<file path="src/rtl/codec_intf_pkg.sv">
// Shared constants, bus payload and warm-up state type for the codec serial interface.
package codec_intf_pkg;

    localparam int unsigned SMPL_W = 16;
    localparam int unsigned CNT_W  = 10;
    localparam int unsigned IDX_W  = 5;
    localparam int unsigned NIB_W  = 4;

    // Counter values at which the receive side captures and flags a stereo pair
    localparam logic [CNT_W-1:0] RX_CAP_L  = 10'h107;
    localparam logic [CNT_W-1:0] RX_CAP_R  = 10'h307;
    localparam logic [CNT_W-1:0] VALID_CNT = 10'h308;

    // Low nibble of the counter marking SCLK rise / fall events
    localparam logic [NIB_W-1:0] RISE_NIB = 4'h7;
    localparam logic [NIB_W-1:0] FALL_NIB = 4'hF;

    // Data bits occupy half-frame indices 1..16 (one-bit I2S delay)
    localparam logic [IDX_W-1:0] IDX_FIRST = 5'd1;
    localparam logic [IDX_W-1:0] IDX_LAST  = 5'd16;

    typedef struct packed {
        logic [SMPL_W-1:0] lft;
        logic [SMPL_W-1:0] rht;
    } stereo_t;

    // Bit 0 drives the codec RSTn pin, bit 1 releases the valid strobe
    typedef enum logic [1:0] {
        WARM_CODEC_RST = 2'b00,
        WARM_MUTE      = 2'b01,
        WARM_RUN       = 2'b11
    } warm_state_e;

    function automatic logic is_data_idx(input logic [IDX_W-1:0] idx);
        return (idx >= IDX_FIRST) && (idx <= IDX_LAST);
    endfunction

endpackage

</file>
<file path="src/rtl/codec_clk_gen.sv">
// Frame counter, codec clocks, codec reset and warm-up sequencing, plus the
// bit-event decodes used by the serial datapath.
module codec_clk_gen
    import codec_intf_pkg::*;
(
    input  logic             clk,
    input  logic             rst_n,
    output logic [CNT_W-1:0] o_cnt,
    output logic             o_LRCLK,
    output logic             o_SCLK,
    output logic             o_MCLK,
    output logic             o_RSTn,
    output logic             o_warm_done,
    output logic [IDX_W-1:0] o_idx_c,
    output logic             o_rise_c,
    output logic             o_fall_c
);

    logic [CNT_W-1:0] r_cnt;
    warm_state_e      r_state;
    warm_state_e      w_state_nxt;
    logic             w_wrap;

    // Free-running frame counter
    always_ff @(posedge clk or negedge rst_n) begin
        if (!rst_n) begin
            r_cnt <= '0;
        end else begin
            r_cnt <= r_cnt + CNT_W'(1);
        end
    end

    assign w_wrap = (r_cnt == '1);

    always_ff @(posedge clk or negedge rst_n) begin
        if (!rst_n) begin
            r_state <= WARM_CODEC_RST;
        end else begin
            r_state <= w_state_nxt;
        end
    end

    // Codec held in reset for one frame, then one muted frame before valid is released
    always_comb begin
        w_state_nxt = r_state;
        case (r_state)
            WARM_CODEC_RST: if (w_wrap) w_state_nxt = WARM_MUTE;
            WARM_MUTE:      if (w_wrap) w_state_nxt = WARM_RUN;
            WARM_RUN:       w_state_nxt = WARM_RUN;
            default:        w_state_nxt = WARM_CODEC_RST;
        endcase
    end

    assign o_cnt       = r_cnt;
    assign o_LRCLK     = r_cnt[9];
    assign o_SCLK      = r_cnt[3];
    assign o_MCLK      = r_cnt[1];
    assign o_RSTn      = r_state[0];
    assign o_warm_done = r_state[1];

    assign o_idx_c  = r_cnt[CNT_W-2:NIB_W];
    assign o_rise_c = (r_cnt[NIB_W-1:0] == RISE_NIB);
    assign o_fall_c = (r_cnt[NIB_W-1:0] == FALL_NIB);

endmodule

</file>
<file path="src/rtl/codec_intf.sv">
// I2S-style stereo codec interface: serial receive into lft_out/rht_out with a
// valid strobe, serial transmit of lft_in/rht_in. Define CODEC_LOOPBACK_EN to
// transmit the received samples instead (ADC->DAC loopback).
module codec_intf
    import codec_intf_pkg::*;
(
    input  logic              clk,
    input  logic              rst_n,
    input  logic [SMPL_W-1:0] lft_in,
    input  logic [SMPL_W-1:0] rht_in,
    input  logic              SDin,
    output logic [SMPL_W-1:0] lft_out,
    output logic [SMPL_W-1:0] rht_out,
    output logic              valid,
    output logic              LRCLK,
    output logic              SCLK,
    output logic              MCLK,
    output logic              SDout,
    output logic              RSTn
);

    logic [CNT_W-1:0]  w_cnt;
    logic [IDX_W-1:0]  w_idx;
    logic              w_rise;
    logic              w_fall;
    logic              w_warm_done;
    logic              w_data_idx;

    logic [SMPL_W-1:0] r_rx_sh;
    logic [SMPL_W-1:0] w_rx_nxt;
    stereo_t           r_out;
    logic              r_valid;

    stereo_t           w_tx_src;
    logic [SMPL_W-1:0] r_tx_sh;
    logic [SMPL_W-1:0] w_tx_nxt;
    logic              r_sdout;
    logic              w_sdout_nxt;

    codec_clk_gen u_clk_gen (
        .clk         (clk),
        .rst_n       (rst_n),
        .o_cnt       (w_cnt),
        .o_LRCLK     (LRCLK),
        .o_SCLK      (SCLK),
        .o_MCLK      (MCLK),
        .o_RSTn      (RSTn),
        .o_warm_done (w_warm_done),
        .o_idx_c     (w_idx),
        .o_rise_c    (w_rise),
        .o_fall_c    (w_fall)
    );

    assign w_data_idx = is_data_idx(w_idx);
    assign w_rx_nxt   = {r_rx_sh[SMPL_W-2:0], SDin};

    // Receive: shift MSB-first on data-bit rise events, capture at index 16
    always_ff @(posedge clk or negedge rst_n) begin
        if (!rst_n) begin
            r_rx_sh <= '0;
            r_out   <= '0;
            r_valid <= 1'b0;
        end else begin
            if (w_rise && w_data_idx) begin
                r_rx_sh <= w_rx_nxt;
            end
            if (w_cnt == RX_CAP_L) begin
                r_out.lft <= w_rx_nxt;
            end
            if (w_cnt == RX_CAP_R) begin
                r_out.rht <= w_rx_nxt;
            end
            r_valid <= (w_cnt == VALID_CNT - CNT_W'(1)) && w_warm_done;
        end
    end

`ifdef CODEC_LOOPBACK_EN
    logic w_unused_tx_in;
    assign w_tx_src       = r_out;
    assign w_unused_tx_in = ^{lft_in, rht_in};
`else
    assign w_tx_src = '{lft: lft_in, rht: rht_in};
`endif

    // Transmit: load at index 0 fall, shift through index 15; SDout follows the MSB for 1..16
    always_comb begin
        w_tx_nxt    = r_tx_sh;
        w_sdout_nxt = r_sdout;
        if (w_fall) begin
            if (w_idx == '0) begin
                w_tx_nxt = w_cnt[CNT_W-1] ? w_tx_src.rht : w_tx_src.lft;
            end else if (w_idx < IDX_LAST) begin
                w_tx_nxt = {r_tx_sh[SMPL_W-2:0], 1'b0};
            end
            w_sdout_nxt = (w_idx < IDX_LAST) ? w_tx_nxt[SMPL_W-1] : 1'b0;
        end
    end

    always_ff @(posedge clk or negedge rst_n) begin
        if (!rst_n) begin
            r_tx_sh <= '0;
            r_sdout <= 1'b0;
        end else begin
            r_tx_sh <= w_tx_nxt;
            r_sdout <= w_sdout_nxt;
        end
    end

    assign lft_out = r_out.lft;
    assign rht_out = r_out.rht;
    assign valid   = r_valid;
    assign SDout   = r_sdout;

endmodule

</file>
<file path="config.mk">
export PLATFORM = sky130hd
export DESIGN_NAME = codec_intf
export DESIGN_NICKNAME = d
export VERILOG_FILES = /design/src/rtl/codec_intf_pkg.sv /design/src/rtl/codec_clk_gen.sv /design/src/rtl/codec_intf.sv
export SDC_FILE = /design/constraint.sdc
export NUM_CORES = 1
export LEC_CHECK = 0
export ABC_AREA = 1
export ABC_CLOCK_PERIOD_IN_PS = 1900
export BUFFER_PORTS_ARGS = -buffer_cell sky130_fd_sc_hd__buf_2
export CAP_MARGIN = 25
export CORE_MARGIN = 2
export CORE_UTILIZATION = 30
export DETAILED_ROUTE_END_ITERATION = 12
export HOLD_SLACK_MARGIN = 0.06
export PLACE_DENSITY = 0.56
export RECOVER_POWER = 50
export SYNTH_ARGS = -nofsm -noshare
export SYNTH_HDL_FRONTEND = slang
export SYNTH_SLANG_ARGS = --single-unit
</file>
<file path="constraint.sdc">
create_clock -name clk -period 1.9 [get_ports clk]
set_clock_uncertainty 0.2 [all_clocks]
set_input_delay 0.38 -clock clk [delete_from_list [all_inputs] [get_ports clk]]
set_output_delay 0.38 -clock clk [all_outputs]
set_load 0.01 [all_outputs]
</file>
==> results_dict.tcl, run 1 <==
set metrics [dict create \
    critPathKind "reg2reg" \
    max_cap_viol_count 0 \
    critPathRequiredTime_ns 1.92 \
    insertion_delay_ns 0.34 \
    setup_viol 0 \
    vias 2723 \
    first_pass_iters 4 \
    synth_nets 429 \
    routed_via_density 4.21 \
    p_per_area_nw_per_um2 737 \
    fillers 1233 \
    nets 510 \
    leakage_nw 2.19 \
    hp-class "in2reg" \
    die_x_um 116 \
    place_congestion 0.743 \
    grt_pass1_vias 2684 \
    ys_warn_count 0 \
    cts-buffers-inserted 9 \
    synth_area_leaders "dfrtp_1 52%, o21ai_2 11%, nand2_1 9.9%, nand2_2 6.7%, buf_6 3.6%" \
    cts_tree "done" \
    whs_path_depth 3 \
    max_slew_margin 0.444 \
    post-place-ws_ns -0.0427 \
    synth_top_area_share 0.516 \
    drc 0 \
    start_util 0.310 \
    finalNonFillerCells 647 \
    wire_per_inst_um 12.0 \
    clock_tree.buffer_depth 2 \
    dp_hpwl_um 5030 \
    antenna_found_initial 0 \
    diodes 0 \
    overflow 0 \
    worst_pin_slew_ns 0.834 \
    drt_wl_total_um 7790 \
    p_sw_frac 0.234 \
    critPathLaunchType "flop" \
    comb_power_share 0.036 \
    die_h_um 116 \
    die-area_um2 13400 \
    track_usage 0.118 \
    synth_area_leader_cell "dfrtp_1" \
    p_int_w 0.00261 \
    crit_fanout 12 \
    ant_nets 0 \
    clockRootBuffer "clkbuf_16" \
    syn_avg_cell_area_um2 9.51 \
    final_core_util 0.384 \
    rows 40 \
    initialDrtViolationCount 169 \
    fin_crit_sh 0.939 \
    fmax_mhz 561 \
    synth-seq-cells 77 \
    cts.sinks 77 \
    layout-drive-gt1-share 0.413 \
    h-tree-depth 3 \
    critPathCaptureType "flop" \
    final_cell_mix "99 x nand2_1, 76 x dfrtp_1, 59 x buf_2" \
    arrival_ns 1.81 \
    place_area_um2 4260 \
    area_delta_synth_final_pct 23.9 \
    syn-cell-area_um2 3740 \
    port_buffers 72 \
    final_hold_viol_count 0 \
    rsz0062_at_grt "no" \
    fin_hold_ws_ns 0.188 \
    switchingPower_w 0.000799 \
    design_area_um2 4630 \
    clockPowerShare 0.475 \
    core_um2 12100 \
    clk_pin_slew_worst_paths_ns 0.06 \
    placed_cells 625 \
    r2r_cells 8 \
    final_common_cell "nand2_1" \
    grt_max_degree 39 \
    period_needed_ns 1.78 \
    max-vdd-ir-drop_mv 0.314 \
    ios 73 \
    seq_area_frac_synth 0.516 \
    netlist_instances 393 \
    finalWorstSetupSlack_ns 0.116 \
    maxSlewViolCount 0 \
    status "finished, final reports clean" \
    grt_pass1_wl_um 12600 \
    p_seq_frac 0.488 \
    synth_cell_types 24 \
]
cell type report:
class | count | area, um^2 | area share
Tap cell | 168 | 210 | 0.0454
Clock inverter | 7 | 57.6 | 0.0124
Inverter | 37 | 139 | 0.0300
Multi-Input combinational cell | 262 | 1550 | 0.335
Timing Repair Buffer | 87 | 515 | 0.111
Sequential cell | 77 | 1930 | 0.417
Clock buffer | 9 | 225 | 0.0487
through the flow:
stage | setup TNS (ns) | total power, W
6_report | 0 | 0.00341
5_1_grt | 0 | 0.00354
4_1_cts | -0.646 | 0.00347
3_5_place_dp | -0.355 | 0.00182
3_3_place_gp | 0 | 0.00182
2_1_floorplan | 0 | 0.00174
critical path: stages, from the launching register on:
cell and delay, ns:
dfrtp_1 0.38, ha_2 0.22, nand2_4 0.07, nor2_4 0.12, buf_4 0.13, nand3_4 0.21, buf_12 0.23, nand2_2 0.06
o21ai_2 0.05
synth_stat cells:
library cell	instances
nand2_4	4
dfrtp_1	77
ha_1	1
nand2_2	40
a21oi_1	6
xor2_1	5
buf_2	4
o21ai_2	47
nand3_1	4
xnor2_1	2
nor4_2	1
o22ai_1	9
buf_6	12
buf_4	3
nand3_2	1
nand3_4	1
nand2_1	99
inv_2	4
nor2_2	3
inv_1	33
o21ai_1	3
o21ai_0	2
nor2_1	28
nor2_4	4
kinds of logic (layout without fill, tap and decap cells):
group | Yosys count | count (layout) | share of synthesized area
flops | 77 | 77 | 0.516
xor+xnor | 7 | 7 | 0.0164
buf+inv | 56 | 140 | 0.0847
compound gates | 67 | 67 | 0.140
fa+ha+maj | 1 | 1 | 0.00335
simple gates | 185 | 187 | 0.240
routing by layer:
layer,wire [um],share of wire,global-route usage,up-vias
met2,3580,0.46,0.192,48
met3,303,0.039,0.0319,8
met5,0,0,0,-
met4,105,0.013,0.0410,0
met1,3800,0.49,0.152,1270
li1,-,-,-,1397
final timing paths:
| path | start | end | slack [ns] |
|---|---|---|---|
| hold reg to reg | u_clk_gen.o_cnt[0]$_DFF_PN0_ | u_clk_gen.o_cnt[0]$_DFF_PN0_ | 0.26 |
| hold / removal | SDin | lft_out[0]$_DFFE_PN0N_ | 0.19 |
| setup reg to reg | u_clk_gen.o_cnt[0]$_DFF_PN0_ | r_rx_sh[6]$_DFFE_PN0P_ | 0.12 |
| max in group asynchronous | rst_n | r_rx_sh[11]$_DFFE_PN0P_ | 0.24 |
| setup / recovery | u_clk_gen.o_cnt[0]$_DFF_PN0_ | r_rx_sh[6]$_DFFE_PN0P_ | 0.12 |
| min in group asynchronous | rst_n | r_tx_sh[0]$_DFFE_PN0P_ | 0.48 |
power by group through the flow:
stage          sequential [W]  combinational (W)  clock [W]
2_1_floorplan         0.00169          0.0000438          0
3_3_place_gp          0.00170           0.000125          0
3_5_place_dp          0.00170           0.000128          0
4_1_cts               0.00166           0.000130    0.00168
5_1_grt               0.00167           0.000146    0.00173
6_report              0.00167           0.000123    0.00162
sequential cells by signal (all words and copies together), names as in the netlist:
name,count
r_rx_sh,15
u_clk_gen.r_state,2
u_clk_gen.o_cnt,10
valid,1
rht_out,16
r_tx_sh,16
SDout,1
lft_out,16
timing repair:
item / 4_1_cts / 5_1_grt
hold buffers: 1 / 0
gates resized for setup: 0 / 10
buffers inserted: 0 / 3
hold endpoints to repair: 29 / 0
setup endpoints to repair: 23 / 33
cloned: 0 / 2
pin swaps: 0 / 4
Power figures use the tool's default switching activity.
==> run 2, diff against run 1 <==
--- a/config.mk
+++ b/config.mk
@@ -6,7 +6,7 @@
 export NUM_CORES = 1
 export LEC_CHECK = 0
 export ABC_AREA = 1
-export ABC_CLOCK_PERIOD_IN_PS = 1900
+export ABC_CLOCK_PERIOD_IN_PS = 1700
 export BUFFER_PORTS_ARGS = -buffer_cell sky130_fd_sc_hd__buf_2
 export CAP_MARGIN = 25
 export CORE_MARGIN = 2
==> constraint.sdc (replaced) <==
create_clock -name clk -period 1.7 [get_ports clk]
set_clock_uncertainty 0.2 [all_clocks]
set_input_delay 0.34 -clock clk [delete_from_list [all_inputs] [get_ports clk]]
set_output_delay 0.34 -clock clk [all_outputs]
set_load 0.01 [all_outputs]
==> run 2 against run 1 <==
Effect of this change:
- the run now ends with setup timing left
- worst setup slack worse by 0.12 ns
- highest routed layer unchanged
- critical path type unchanged
- register-to-register slack worse by 0.12 ns
- die area unchanged
- via count up 3.0%
- clock power up 28%
- critical path depth up 1
- first-iteration DRC count down 32%
==> results_dict.tcl, run 2 (same netlist as run 1, synthesis figures left out) <==
set metrics [dict create \
    status "complete, but fails checks" \
    violations "setup timing" \
    final_cell_mix "94 x nand2_1, 77 x dfrtp_1, 71 x buf_2" \
    die_h_um 116 \
    track_usage 0.116 \
    drt_wl_total_um 8050 \
    wire_per_inst_um 12.3 \
    critPathCaptureType "flop" \
    grt_pass1_vias 2651 \
    clock_tree.buffer_depth 2 \
    vias 2805 \
    die_x_um 116 \
    maxSlewViolCount 0 \
    hp-class "in2reg" \
    clk_pin_slew_worst_paths_ns 0.07 \
    critPathKind "reg2reg" \
    core_um2 12100 \
    cts-buffers-inserted 9 \
    routed_via_density 4.28 \
    finalWorstSetupSlack_ns -0.00287 \
    place_congestion 0.691 \
    worst-path-buf-inv 2 \
    fin_setup_tns_ns -0.00287 \
    arrival_ns 1.72 \
    final_core_util 0.402 \
    h-tree-depth 3 \
    crit_fanout 16 \
    diodes 0 \
    ant_nets 0 \
    cts_tree "done" \
    crit_family "simple AND/OR/NAND/NOR gates" \
    layout-drive-gt1-share 0.459 \
    cts.sinks 77 \
    overflow 0 \
    setup_viol 1 \
    start_util 0.310 \
    finalNonFillerCells 656 \
    p_per_area_nw_per_um2 842 \
    final_hold_viol_count 0 \
    critPathLaunchType "flop" \
    max_cap_viol_count 0 \
    crit_slowest_cell "dfrtp_1" \
    crit_path_cell_trace "ha_4 > nand2_4 > nor2_4 > inv_2 > nor2_4 > nand2_4 > buf_12 > nand2_1 > o21ai_2" \
    critPathRequiredTime_ns 1.72 \
    antenna_found_initial 0 \
    initialDrtViolationCount 115 \
    max_slew_margin 0.639 \
    first_pass_iters 4 \
    max-vdd-ir-drop_mv 0.446 \
    r2r_cells 9 \
    fin_crit_sh 1.00 \
    fin_hold_ws_ns 0.132 \
    rows 40 \
    die-area_um2 13400 \
    slowest_delay_ns 0.40 \
    fmax_mhz 587 \
    worst_pin_slew_ns 0.541 \
    placed_cells 631 \
    nets 519 \
    ios 73 \
    area_delta_synth_final_pct 29.8 \
    grt_pass1_wl_um 12300 \
    grt_max_degree 37 \
    insertion_delay_ns 0.34 \
    clockRootBuffer "clkbuf_16" \
    dp_hpwl_um 5120 \
    drc 0 \
    p_total_w 0.00408 \
    period_needed_ns 1.70 \
    rsz0062_at_grt "yes" \
    leakage_nw 2.41 \
    path_depth 9 \
    final_common_cell "nand2_1" \
    port_buffers 72 \
    whs_path_depth 3 \
]
==> run 2: worst reg2reg max path: stages (launching register included) <==
cell and delay (ns):
dfrtp_1 0.40, ha_4 0.17, nand2_4 0.07, nor2_4 0.14, inv_2 0.05, nor2_4 0.15, nand2_4 0.09, buf_12 0.17
nand2_1 0.09, o21ai_2 0.06
==> run 2: worst paths after layout <==
path | startpoint | endpoint | slack [ns]
worst min register to register | u_clk_gen.r_state[1]$_DFFE_PN0P_ | u_clk_gen.r_state[0]$_DFFE_PN0P_ | 0.25
worst max-delay path | u_clk_gen.o_cnt[0]$_DFF_PN0_ | lft_out[6]$_DFFE_PN0N_ | -0.003
min in group asynchronous | rst_n | u_clk_gen.r_state[0]$_DFFE_PN0P_ | 0.33
max in group asynchronous | rst_n | r_rx_sh[1]$_DFFE_PN0P_ | 0.38
worst min-delay path | SDin | rht_out[0]$_DFFE_PN0N_ | 0.13
worst max register to register | u_clk_gen.o_cnt[0]$_DFF_PN0_ | lft_out[6]$_DFFE_PN0N_ | -0.003
==> run 2: per-layer routing <==
layer	vias up	part of all wire	GRT usage	wire [um]
met1	1331	0.47	0.153	3790
met2	52	0.48	0.186	3870
met4	0	0.0094	0.0361	76
met3	5	0.039	0.0329	318
li1	1417	-	-	-
met5	-	0	0	0
==> run 2: timing repair <==
action                                  in CTS  in global routing
endpoints found under the setup margin       0                 62
buffers inserted                             0                  3
gates resized for setup                      0                 12
endpoints found under the hold margin       77                  0
hold buffers                                 1                  0
==> run 2: stage by stage <==
step	setup slack (ns)	instance area, um^2
detailed placement	0.0235	4320
finish	-0.00287	4850
global placement	0.0593	4320
CTS	0.0101	4660
global route	-0.0678	4850
floorplan	0.0378	3740
==> run 2: area by class of cell <==
type	instances	area, um^2
fillers	1193	7210
clock inverters	7	98.8
multi-input cells	260	1530
flip-flops and latches	77	1930
well taps	168	210
inverters	37	139
clock buffers	9	225
repair buffers	98	716
==> run 2: power by group <==
part / internal, W / switching, W
clock network: 0.00129 / 0.000787
logic: 0.0000610 / 0.0000808
registers: 0.00185 / 0.00000808
==> run 3, diff against run 2 <==
--- a/config.mk
+++ b/config.mk
@@ -10,10 +10,10 @@
 export BUFFER_PORTS_ARGS = -buffer_cell sky130_fd_sc_hd__buf_2
 export CAP_MARGIN = 25
 export CORE_MARGIN = 2
-export CORE_UTILIZATION = 30
+export CORE_UTILIZATION = 50
 export DETAILED_ROUTE_END_ITERATION = 12
 export HOLD_SLACK_MARGIN = 0.06
-export PLACE_DENSITY = 0.56
+export PLACE_DENSITY = 0.8
 export RECOVER_POWER = 50
 export SYNTH_ARGS = -nofsm -noshare
 export SYNTH_HDL_FRONTEND = slang
==> run 3 against run 2 <==
Effect of this change:
- sequential share of layout area increased by 0.83 points
- cell count decreased by 10%
- worst setup slack worse by 0.020 ns
- global-route usage up 8.6 points
- the run still ends with setup timing left
- routed wire length increased by 5.4%
- non-clock buffer count is 1 lower
- sequential power about the same
- design area decreased by 2.0%
- flip-flop and latch count unchanged
- die area is 39% lower
- hold slack gained 0.0038 ns
- power fell by 12%
==> results_dict.tcl, run 3 (same netlist as run 1, synthesis figures left out) <==
set metrics [dict create \
    drt_wl_total_um 8490 \
    vias 2925 \
    clock_tree.buffer_depth 2 \
    die_x_um 90.4 \
    r2r_start "u_clk_gen.o_cnt[1]$_DFF_PN0_" \
    ant_nets 0 \
    post-place-ws_ns -0.162 \
    period_needed_ns 1.72 \
    core_um2 7250 \
    routed_via_density 4.97 \
    use_met2 0.325 \
    critPathKind "reg2reg" \
    cts_tree "done" \
    layout-drive-gt1-share 0.469 \
    first_pass_iters 6 \
    regToRegEndpoint "lft_out[0]$_DFFE_PN0N_" \
    max_cap_viol_count 0 \
    track_usage 0.202 \
    p_per_area_nw_per_um2 755 \
    overflow 0 \
    cts.sinks 77 \
    grt_pass1_vias 2805 \
    status "complete, but fails checks" \
    violations "setup timing" \
    finalWorstSetupSlack_ns -0.0230 \
    drc 0 \
    area_delta_synth_final_pct 27.2 \
    place_congestion 0.804 \
    nets 521 \
    final_cell_mix "91 x nand2_1, 76 x dfrtp_1, 70 x buf_2" \
    cts-buffers-inserted 9 \
    worst_pin_slew_ns 0.450 \
    critPathLaunchType "flop" \
    rsz0062_at_grt "yes" \
    antenna_found_initial 0 \
    final_hold_viol_count 0 \
    crit_start "u_clk_gen.o_cnt[1]$_DFF_PN0_" \
    r2r_setup_slack_ns -0.02 \
    critPathCaptureType "flop" \
    fin_setup_tns_ns -0.0637 \
    met3_usage 0.0376 \
    h-tree-depth 3 \
    busiest_layer "met2" \
    clockRootBuffer "clkbuf_8" \
    ios 73 \
    clk_pin_slew_worst_paths_ns 0.08 \
    port_buffers 72 \
    r2r_cells 9 \
    leakage_nw 2.36 \
    max_slew_margin 0.699 \
    fin_crit_sh 1.01 \
    grt_max_degree 46 \
    use_met1 0.270 \
    fmax_mhz 580 \
    rows 31 \
    insertion_delay_ns 0.35 \
    arrival_ns 1.76 \
    critPathRequiredTime_ns 1.74 \
    slowest_delay_ns 0.40 \
    hp-class "in2reg" \
    initialDrtViolationCount 153 \
    endpoint "lft_out[0]$_DFFE_PN0N_" \
    die_h_um 90.4 \
    final_common_cell "nand2_1" \
    fillers 563 \
    diodes 0 \
    max-vdd-ir-drop_mv 0.392 \
    cpMostUsedCell "nor2_4" \
    die-area_um2 8180 \
    wire_per_inst_um 14.4 \
    setup_viol 8 \
    dp_hpwl_um 4960 \
    grt_pass1_wl_um 13400 \
    crit_slowest_cell "dfrtp_1" \
    crit_fanout 8 \
    start_util 0.515 \
    crit_path_cell_trace "ha_4 > nand2_4 > nor2_4 > inv_2 > nor2_4 > buf_6 > nand2_8 > nand2_2 > o21ai_2" \
    maxSlewViolCount 0 \
]
## run 3: cell count changes in the layout (fill, tap and decap cells not counted), sizes merged
| cell | delta |
|---|---|
| clkinv | -1 |
| nand2 | +3 |
| buf | +2 |
| clkbuf | -2 |
## run 3: metrics by stage
stage / cells / instance area, um^2 / hold WS (ns) / power [W] / utilization
2_1_floorplan: 393 / 3740 / -0.156 / 0.00194 / -
3_3_place_gp: 560 / 4220 / -0.0311 / 0.00204 / 0.582
3_5_place_dp: 560 / 4220 / -0.0291 / 0.00204 / 0.582
4_1_cts: 584 / 4580 / 0.113 / 0.00360 / 0.632
5_1_grt: 589 / 4750 / 0.149 / 0.00371 / 0.655
6_report: 589 / 4750 / 0.136 / 0.00359 / 0.655
## run 3: area by class of cell
class | instances | area (um^2) | area share
Clock buffer | 10 | 138 | 0.0290
Inverter | 37 | 139 | 0.0292
Clock inverter | 6 | 93.8 | 0.0197
Multi-Input combinational cell | 263 | 1670 | 0.351
Tap cell | 99 | 124 | 0.0261
Timing Repair Buffer | 97 | 662 | 0.139
Sequential cell | 77 | 1930 | 0.406
## run 3: how the worst min path moves through the flow
stage          start                      end  depth (start not counted)
5_1_grt         SDin   rht_out[0]$_DFFE_PN0N_                          3
2_1_floorplan  rst_n        SDout$_DFFE_PN0P_                          0
3_5_place_dp   rst_n  r_tx_sh[13]$_DFFE_PN0P_                          1
4_1_cts         SDin   r_rx_sh[0]$_DFFE_PN0P_                          3
6_report        SDin   rht_out[0]$_DFFE_PN0N_                          3
3_3_place_gp   rst_n  r_tx_sh[13]$_DFFE_PN0P_                          1
## run 3: where the power goes
part / total [W] / internal [W] / switching, W
combinational: 0.000140 / 0.0000590 / 0.0000811
sequential: 0.00186 / 0.00185 / 0.00000885
clock: 0.00159 / 0.000877 / 0.000711
## run 3: layer usage
layer | up-vias | wire length [um]
li1 | 1416 | -
met5 | - | 0
met1 | 1433 | 3850
met2 | 63 | 4250
met3 | 13 | 268
met4 | 0 | 129
## run 3: what timing repair did
| action | 4_1_cts | 5_1_grt |
|---|---|---|
| hold buffers | 1 | 0 |
| setup endpoints to repair | 55 | 62 |
| resized for setup | 10 | 28 |
| endpoints found under the hold margin | 77 | 0 |
| gates cloned | 2 | 3 |
| pin swaps | 2 | 5 |
| setup buffers | 5 | 2 |
## run 3: worst max-delay path, delay by kind of cell (launching register included)
kind,cells,cell delay [ns]
DFF,1,0.40
AOI/OAI and AO/OA,1,0.05
adders and majority gates,1,0.17
and+or+nand+nor,5,0.56
buffers and inverters,2,0.23
